**src/rtl/gpr_sched_pkg.sv**
```systemverilog
// Shared encodings for the general-register write scheduler: target select,
// per-target write slot and swap sequencer states.
package gpr_sched_pkg;

    localparam logic TGT_A = 1'b0;
    localparam logic TGT_B = 1'b1;

    typedef enum logic {
        SLOT_EMPTY   = 1'b0,
        SLOT_PENDING = 1'b1
    } slot_t;

    typedef enum logic [1:0] {
        IDLE  = 2'd0,
        DRAIN = 2'd1,
        XCHG  = 2'd2,
        DONE  = 2'd3
    } swap_state_t;

endpackage

```
**src/rtl/gpr_rr_arbiter.sv**
```systemverilog
// One-hot grant over NREQ requesters. With GPR_SCHED_RR_EN defined the search
// starts at a rotating pointer (winner+1 on advance); otherwise lowest index wins.
module gpr_rr_arbiter #(
    parameter int NREQ = 3
) (
    input  logic            clk,
    input  logic            rst,
    input  logic [NREQ-1:0] req,
    input  logic            advance,
    output logic [NREQ-1:0] grant
);

`ifdef GPR_SCHED_RR_EN
    localparam int PW = (NREQ > 1) ? $clog2(NREQ) : 1;

    logic [PW-1:0] ptr;
    logic [PW-1:0] idx;
    logic [PW-1:0] win;
    logic          found;

    always_comb begin
        grant = '0;
        idx   = '0;
        win   = '0;
        found = 1'b0;
        for (int k = 0; k < NREQ; k++) begin
            idx = PW'((int'(ptr) + k) % NREQ);
            if (!found && req[idx]) begin
                found = 1'b1;
                win   = idx;
            end
        end
        if (found) begin
            grant[win] = 1'b1;
        end
    end

    always_ff @(posedge clk) begin
        if (rst) begin
            ptr <= '0;
        end else if (advance && found) begin
            ptr <= (int'(win) == NREQ - 1) ? '0 : win + 1'b1;
        end
    end
`else
    logic found;
    logic unused_rr;

    // Fixed priority has no state, so clock, reset and advance go unused.
    assign unused_rr = ^{clk, rst, advance};

    always_comb begin
        grant = '0;
        found = 1'b0;
        for (int k = 0; k < NREQ; k++) begin
            if (!found && req[k]) begin
                found    = 1'b1;
                grant[k] = 1'b1;
            end
        end
    end
`endif

endmodule

```
**src/rtl/gpr_write_sched.sv**
```systemverilog
// Secondary write-port scheduler for general registers A and B: per-target slot,
// bus-collision deferral and atomic A<->B swap. Arbitration mode set by GPR_SCHED_RR_EN.
//
// state | meaning
// IDLE  | accepting requester writes; swap_req moves to DRAIN
// DRAIN | no new accepts; waiting for both slots to commit
// XCHG  | a_sec_in=b_val, b_sec_in=a_val, both sec_we; held while any bus_we
// DONE  | swap_done pulse, no writes
module gpr_write_sched
    import gpr_sched_pkg::*;
#(
    parameter int NREQ = 3,
    parameter int W    = 16
) (
    input  logic              clk,
    input  logic              rst,
    input  logic [NREQ-1:0]   req_valid,
    input  logic [NREQ-1:0]   req_tgt,
    input  logic [NREQ*W-1:0] req_data,
    output logic [NREQ-1:0]   req_ready,
    input  logic              a_bus_we,
    input  logic              b_bus_we,
    input  logic [W-1:0]      a_val,
    input  logic [W-1:0]      b_val,
    output logic              a_sec_we,
    output logic [W-1:0]      a_sec_in,
    output logic              b_sec_we,
    output logic [W-1:0]      b_sec_in,
    input  logic              swap_req,
    output logic              swap_done,
    output logic              busy
);

    swap_state_t     state;
    slot_t           slot_a;
    slot_t           slot_b;
    logic [NREQ-1:0] req_a;
    logic [NREQ-1:0] req_b;
    logic [NREQ-1:0] grant_a;
    logic [NREQ-1:0] grant_b;
    logic            open_a;
    logic            open_b;
    logic            acc_a;
    logic            acc_b;
    logic [W-1:0]    data_a;
    logic [W-1:0]    data_b;

    always_comb begin
        req_a = '0;
        req_b = '0;
        for (int i = 0; i < NREQ; i++) begin
            req_a[i] = req_valid[i] && (req_tgt[i] == TGT_A);
            req_b[i] = req_valid[i] && (req_tgt[i] == TGT_B);
        end
    end

    gpr_rr_arbiter #(.NREQ(NREQ)) u_arb_a (
        .clk     (clk),
        .rst     (rst),
        .req     (req_a),
        .advance (acc_a),
        .grant   (grant_a)
    );

    gpr_rr_arbiter #(.NREQ(NREQ)) u_arb_b (
        .clk     (clk),
        .rst     (rst),
        .req     (req_b),
        .advance (acc_b),
        .grant   (grant_b)
    );

    // A pending swap outranks every requester in the cycle it is raised.
    assign open_a    = (state == IDLE) && !swap_req && (slot_a == SLOT_EMPTY);
    assign open_b    = (state == IDLE) && !swap_req && (slot_b == SLOT_EMPTY);
    assign acc_a     = open_a && (|grant_a);
    assign acc_b     = open_b && (|grant_b);
    assign req_ready = ({NREQ{open_a}} & grant_a) | ({NREQ{open_b}} & grant_b);
    assign busy      = (slot_a == SLOT_PENDING) || (slot_b == SLOT_PENDING) || (state != IDLE);

    always_comb begin
        data_a = '0;
        data_b = '0;
        for (int i = 0; i < NREQ; i++) begin
            if (grant_a[i]) data_a = req_data[i*W +: W];
            if (grant_b[i]) data_b = req_data[i*W +: W];
        end
    end

    always_ff @(posedge clk) begin
        if (rst) begin
            state     <= IDLE;
            slot_a    <= SLOT_EMPTY;
            slot_b    <= SLOT_EMPTY;
            a_sec_we  <= 1'b0;
            a_sec_in  <= '0;
            b_sec_we  <= 1'b0;
            b_sec_in  <= '0;
            swap_done <= 1'b0;
        end else begin
            swap_done <= 1'b0;
            case (state)
                IDLE: begin
                    if (swap_req) state <= DRAIN;
                end
                DRAIN: begin
                    if (slot_a == SLOT_EMPTY && slot_b == SLOT_EMPTY) begin
                        state    <= XCHG;
                        a_sec_we <= 1'b1;
                        b_sec_we <= 1'b1;
                        a_sec_in <= b_val;
                        b_sec_in <= a_val;
                    end
                end
                XCHG: begin
                    if (a_bus_we || b_bus_we) begin
                        a_sec_in <= b_val;
                        b_sec_in <= a_val;
                    end else begin
                        state     <= DONE;
                        a_sec_we  <= 1'b0;
                        b_sec_we  <= 1'b0;
                        swap_done <= 1'b1;
                    end
                end
                DONE: begin
                    state <= IDLE;
                end
                default: state <= IDLE;
            endcase

            // Slots only fill in IDLE and XCHG needs both empty, so these never overlap the swap writes.
            if (slot_a == SLOT_PENDING) begin
                if (!a_bus_we) begin
                    slot_a   <= SLOT_EMPTY;
                    a_sec_we <= 1'b0;
                end
            end else if (acc_a) begin
                slot_a   <= SLOT_PENDING;
                a_sec_we <= 1'b1;
                a_sec_in <= data_a;
            end

            if (slot_b == SLOT_PENDING) begin
                if (!b_bus_we) begin
                    slot_b   <= SLOT_EMPTY;
                    b_sec_we <= 1'b0;
                end
            end else if (acc_b) begin
                slot_b   <= SLOT_PENDING;
                b_sec_we <= 1'b1;
                b_sec_in <= data_b;
            end
        end
    end

endmodule

```
**config.mk**
```make
export PLATFORM = sky130hd
export DESIGN_NAME = gpr_write_sched
export DESIGN_NICKNAME = d
export VERILOG_FILES = /design/src/rtl/gpr_sched_pkg.sv /design/src/rtl/gpr_rr_arbiter.sv /design/src/rtl/gpr_write_sched.sv
export SDC_FILE = /design/constraint.sdc
export NUM_CORES = 1
export LEC_CHECK = 0
export CAP_MARGIN = 20
export CORE_MARGIN = 5
export CORE_UTILIZATION = 37
export CTS_BUF_LIST = sky130_fd_sc_hd__clkbuf_8
export CTS_CLUSTER_DIAMETER = 30
export DETAILED_ROUTE_END_ITERATION = 12
export PLACE_DENSITY = 0.79
export SETUP_SLACK_MARGIN = 0.3
export SLEW_MARGIN = 0
export SYNTH_ARGS = -nofsm -noshare
export SYNTH_HDL_FRONTEND = slang
export SYNTH_SLANG_ARGS = --single-unit
```
**constraint.sdc**
```tcl
create_clock -name clk -period 2.2 [get_ports clk]
set_input_delay 0.44 -clock clk [delete_from_list [all_inputs] [get_ports clk]]
set_output_delay 0.44 -clock clk [all_outputs]
set_load 0.01 [all_outputs]
```
## After elaboration in Yosys (flattened, before gate mapping)

Index checks and enable logic that the tools add are counted.

- Equality and inequality tests: 6
- Bitwise operators: 9
- Mux-type cells: 47
- Reductions and logical operators: 30

Operators by type and width:

| cell | number |
|---|---|
| 16-bit 2-to-1 mux | 14 |
| 16-bit case mux with 2 select lines | 2 |
| 1-bit 2-to-1 mux | 25 |
| 1-bit logical AND | 16 |
| 2-bit case mux with 4 select lines | 1 |
| 3-bit AND | 2 |
| 2-bit 2-to-1 mux | 3 |
| 2-bit != test, second input constant | 3 |
| 1-bit inverter | 6 |
| 3-bit OR reduction | 2 |
| 1-bit logical NOT | 5 |
| 2-bit equality test, second input constant | 2 |
| 1-bit case mux with 2 select lines | 2 |
| 1-bit logical OR | 3 |
| 3-bit OR | 1 |
| 3-bit AND reduction | 1 |
| 2-bit by 1-bit equality test with 1-bit output, second input constant | 1 |
| 2-bit logical NOT | 1 |
| 2-bit nonzero test | 1 |
| 2-bit OR reduction | 1 |

- Bits in registers: 39
- Output and inout bits: 39
- Bits of input ports: 91
- Word-level logic and storage cells: 100

## Longest topological paths before layout

- Depth after elaboration: 13
- Depth in mapped cells: 8
- Depth with buffers taken out: 6

## Cells and area by module

From an unflattened synthesis, not the netlist that was laid out.

- Cell total of the unflattened synthesis: 265
- Area, all modules: 2426.1 sq um

By module, submodules not included:

| module | area each (sq um) | seq. area each (sq um) | cells an instance | instances |
|---|---|---|---|---|
| gpr_write_sched | 2373.5 | 780.7 | 259 | 1 |
| gpr_rr_arbiter | 26.3 | 0.0 | 3 | 2 |

## Worst setup path before layout

No wires, ideal clock.

- Path type: flip-flop to output port
- From: register state[0]
- To: output req_ready[2]
- Data required time: 1.760 ns
- Arrival time: 1.823 ns
- Stages on the path, launching flop included: 7
- Buffers on the path: 1
- Setup slack: -0.063 ns
- Cells stage by stage: dfxtp_1 > inv_1 > ha_1 > or3b_1 > buf_2 > or3b_2 > a21boi_1

- Word-level cells in the longest chain between the ends: 5
- Elaborated cells on any way between the ends: 7
- Classes of those cells: 3 x bitwise; 4 x reduce/logical

Ends and longest elaborated chain:

| element | RTL line | text |
|---|---|---|
| start: declaration | gpr_write_sched.sv:34 | `swap_state_t state;` |
| start signal: assignment | gpr_write_sched.sv:92 | `state <= IDLE;` |
| start signal: assignment | gpr_write_sched.sv:104 | `if (swap_req) state <= DRAIN;` |
| start signal: assignment | gpr_write_sched.sv:108 | `state <= XCHG;` |
| 2-bit logical NOT (*) | gpr_write_sched.sv:74, gpr_write_sched.sv:75 |  |
| 1-bit logical AND (*) | gpr_write_sched.sv:74, gpr_write_sched.sv:75 |  |
| 1-bit logical AND (on tied branches) | gpr_write_sched.sv:74, gpr_write_sched.sv:75 |  |
| 3-bit AND | gpr_write_sched.sv:78 | `assign req_ready = ({NREQ{open_a}} & grant_a) \| ({NREQ{open_b}} & grant_b);` |
| 3-bit OR (*) | gpr_write_sched.sv:78 |  |
| end: declaration | gpr_write_sched.sv:20 | `output logic [NREQ-1:0] req_ready,` |

Every way passes the cells marked *; elsewhere a longest branch is shown, timed or not.

## Worst setup path in the final report

Same ends and word-level chain as after synthesis.

==> reports/qor.csv <==
stage,metric,value,unit
sta,min_period_over_period,1.05,
route,via_count,3437,
power_and_ir_drop,power_frac_comb,0.681,
flow_run,cap_violations,0,
power_and_ir_drop,netSwitchingPower,2160,uW
global_routing,grt_max_degree,22,
final_layout,areaGrowthSynthToFinish,94.5,%
global_routing,grt_use_total,0.264,
power_and_ir_drop,p_clk_frac,0.117,
setup_path,slowest_stage,or3b_4,
placed_design,place_area,4050,um2
synthesis,synth_edf_count,0,
floorplanning,die_w,91.7,um
synthesis,ys.flop_type,dfxtp_1,
synthesis,synth_top_cell_by_area,dfxtp_1,
clock_network,cts.path.max_buffers,2,
route,routedWlPerCell,22.8,um
sta,fmaxAchievable,0.433,GHz
sta,maxSlewHeadroom,0.660,
route,via_per_inst,6.39,
sta,fin_tns_setup,-235,ps
setup_path,endpoint_kind,primary output,
clock_network,clock-sinks,39,
floorplanning,start_util,0.385,
floorplanning,floorplan.rows,29,
route,first_iter_violations,289,
final_layout,fillers,434,
global_routing,grt_pass1_wl,17800,um
clock_network,insertion_delay,300,ps
power_and_ir_drop,swShare,0.390,
clock_network,clock-root-buffer,clkbuf_8,
synthesis,ys_seq_elements,39,
clock_network,clk_pin_slew_worst_paths,90,ps
outcome,status,finished with violations,
sta,period_needed,2310,ps
sta,hold_viol_final,0,
power_and_ir_drop,vdd_ir_drop_max,0.594,mV
power_and_ir_drop,internal_power,3390,uW
sta,setup_viol,3,
power_and_ir_drop,cellPowerDensity,1160,nW/um2
synthesis,synth_nets,384,
outcome,violations,setup timing,
final_layout,layout_commonest_cell,clkdlybuf4s50_1,
floorplanning,core-area,6420,um2
sta,tightestPinTransition,510,ps
sta,setup_slack,-109,ps
setup_path,crit_chain,"inv_2, ha_4, or3b_4, or3b_4, a21boi_2, buf_2",
global_routing,first_global_vias,3385,
setup_path,crit_fanout,2,
synthesis,synth_top_cell_area_share,0.316,
synthesis,netlist-cell-type-count,37,
setup_path,critical_path_class,reg2out,
synthesis,syn-cell-area,2470,um2
route,drt-pass1-iter-count,7,
synthesis,yosysSeqAreaShare,0.316,
placed_design,dp_slack,-566,ps
setup_path,start_kind,flop,
final_layout,seqCellArea,783,um2
placed_design,place_congestion,0.842,
route,wl,12300,um
synthesis,synth_cells,289,
setup_path,worstPathRequired,1760,ps
floorplanning,pin_count,130,
final_layout,drive_gt1_frac,0.284,
placed_design,portBuffers,129,
power_and_ir_drop,p_seq_frac,0.202,
clock_network,cts_max_level,2,
final_layout,fin_area,4800,um2
floorplanning,dieArea,8410,um2
sta,rsz0062_at_grt,true,
setup_path,path_common_cell,or3b_4,
global_routing,grt_overflow,0,
sta,maxSlewViolCount,0,
route,drc,0,
clock_network,cts_tree,yes,
sta,clock-skew-final,11.6,ps
final_layout,layout.nets,555,
setup_path,critical_path.max_stage_delay,380,ps
power_and_ir_drop,p_leak,0.00174,uW
route,ant_nets,0,
synthesis,yosysWarningCount,0,
final_layout,most-common-layout-cells,"122 x clkdlybuf4s50_1, 39 x nand2_1, 37 x dfxtp_1, 36 x buf_4, 34 x a21oi_1",
worst_hold_path,hold_class,in2reg,
setup_path,cp.arrival,1870,ps
clock_network,cts_buffers,5,
placed_design,dpl.hpwl,7610,um
final_layout,multi_input_area,1770,um2
synthesis,avgSynthCellArea,8.55,um2
final_layout,diodes,0,
global_routing,antenna_found_initial,0,
floorplanning,die_h,91.7,um
synthesis,synth_area_leaders,"dfxtp_1 32%, a221oi_1 9.2%, a311oi_1 7.8%",
synthesis,synthArstFlopShare,0,
-- repair_timing --
item | CTS | global route
hold buffers | 0 | 0
pin swaps | 26 | 8
endpoints found under the setup margin | 38 | 39
buffers inserted | 15 | 6
cloned | 5 | 2
resized for setup | 43 | 31
-- routing by layer --
metal  wire, um  vias to the layer above  track usage
met4        392                        0       0.0891
met1       4690                     1629        0.317
li1           -                     1491            -
met5          0                        -            0
met2       5810                      269        0.451
met3       1390                       48       0.0769
-- metrics by stage --
step	total power (uW)	util	std cells	hold slack, ps
2_1_floorplan	2600	-	289	461
3_3_place_gp	3720	0.630	502	576
3_5_place_dp	3800	0.630	502	576
4_1_cts	4980	0.705	530	575
5_1_grt	5800	0.748	538	528
6_report	5560	0.748	538	502
-- registers in the layout (all words and copies together), names as in the netlist --
register and cells:
a_sec_in 16, b_sec_in 16, state 2, a_sec_we 1, b_sec_we 1, slot_a 1
slot_b 1, swap_done 1
-- final timing paths --
| check | from | endpoint | slack [ps] | cells past startpoint |
|---|---|---|---|---|
| worst max-delay path | state[0]$_SDFFE_PP0P_ | req_ready[2] | -110 | 6 |
| worst min-delay path | a_bus_we | swap_done$_SDFF_PP0_ | 500 | 3 |
| worst max register to register | state[0]$_SDFFE_PP0P_ | a_sec_in[8]$_SDFF_PP0_ | 20 | 11 |
| worst min register to register | state[0]$_SDFFE_PP0P_ | state[0]$_SDFFE_PP0P_ | 600 | 3 |
-- logic make-up after synthesis --
group / synth area share
multiplexers: 0.00405
flip-flops: 0.316
XOR/XNOR: 0.00355
AO/OA/AOI/OAI: 0.459
adder cells (fa/ha/maj): 0.0203
buffers and inverters: 0.0669
AND/OR/NAND/NOR: 0.130
-- cells in the mapped netlist (2+ instances only) --
cell,instances
and2_1,2
a221oi_2,9
inv_1,3
clkbuf_1,13
nor2_1,9
or3b_1,3
buf_2,6
nand2_1,39
a21oi_1,36
a311oi_1,22
o21ai_0,34
buf_6,5
ha_1,4
buf_4,2
nand2b_1,4
dfxtp_1,39
nand3_1,3
a311oi_2,8
nor2_2,2
nor2b_1,3
or3b_2,2
a221oi_1,26
-- worst max-delay path, delay by kind of cell (launching register included) --
kind / cells / cell delay, ps
DFF: 1 / 330
and+or+nand+nor: 2 / 750
adders and majority gates: 1 / 130
AOI/OAI and AO/OA: 1 / 130
buffers and inverters: 2 / 220
-- power by group through the flow --
| stage | clock network (uW) | logic [uW] | registers [uW] |
|---|---|---|---|
| after floorplan | 0 | 1410 | 1190 |
| after global routing | 683 | 3970 | 1150 |
| after global placement | 0 | 2620 | 1100 |
| final | 651 | 3780 | 1120 |
| after CTS | 648 | 3240 | 1090 |
| after detailed placement | 0 | 2690 | 1100 |
-- layout make-up --
type	instances	area share
repair buffers	191	0.422
multi-input cells	220	0.368
flip-flops and latches	39	0.163
well taps	77	0.0201
clock buffers	6	0.0172
clock inverters	2	0.00729
inverters	3	0.00234
(Power assumes the default switching activity.)
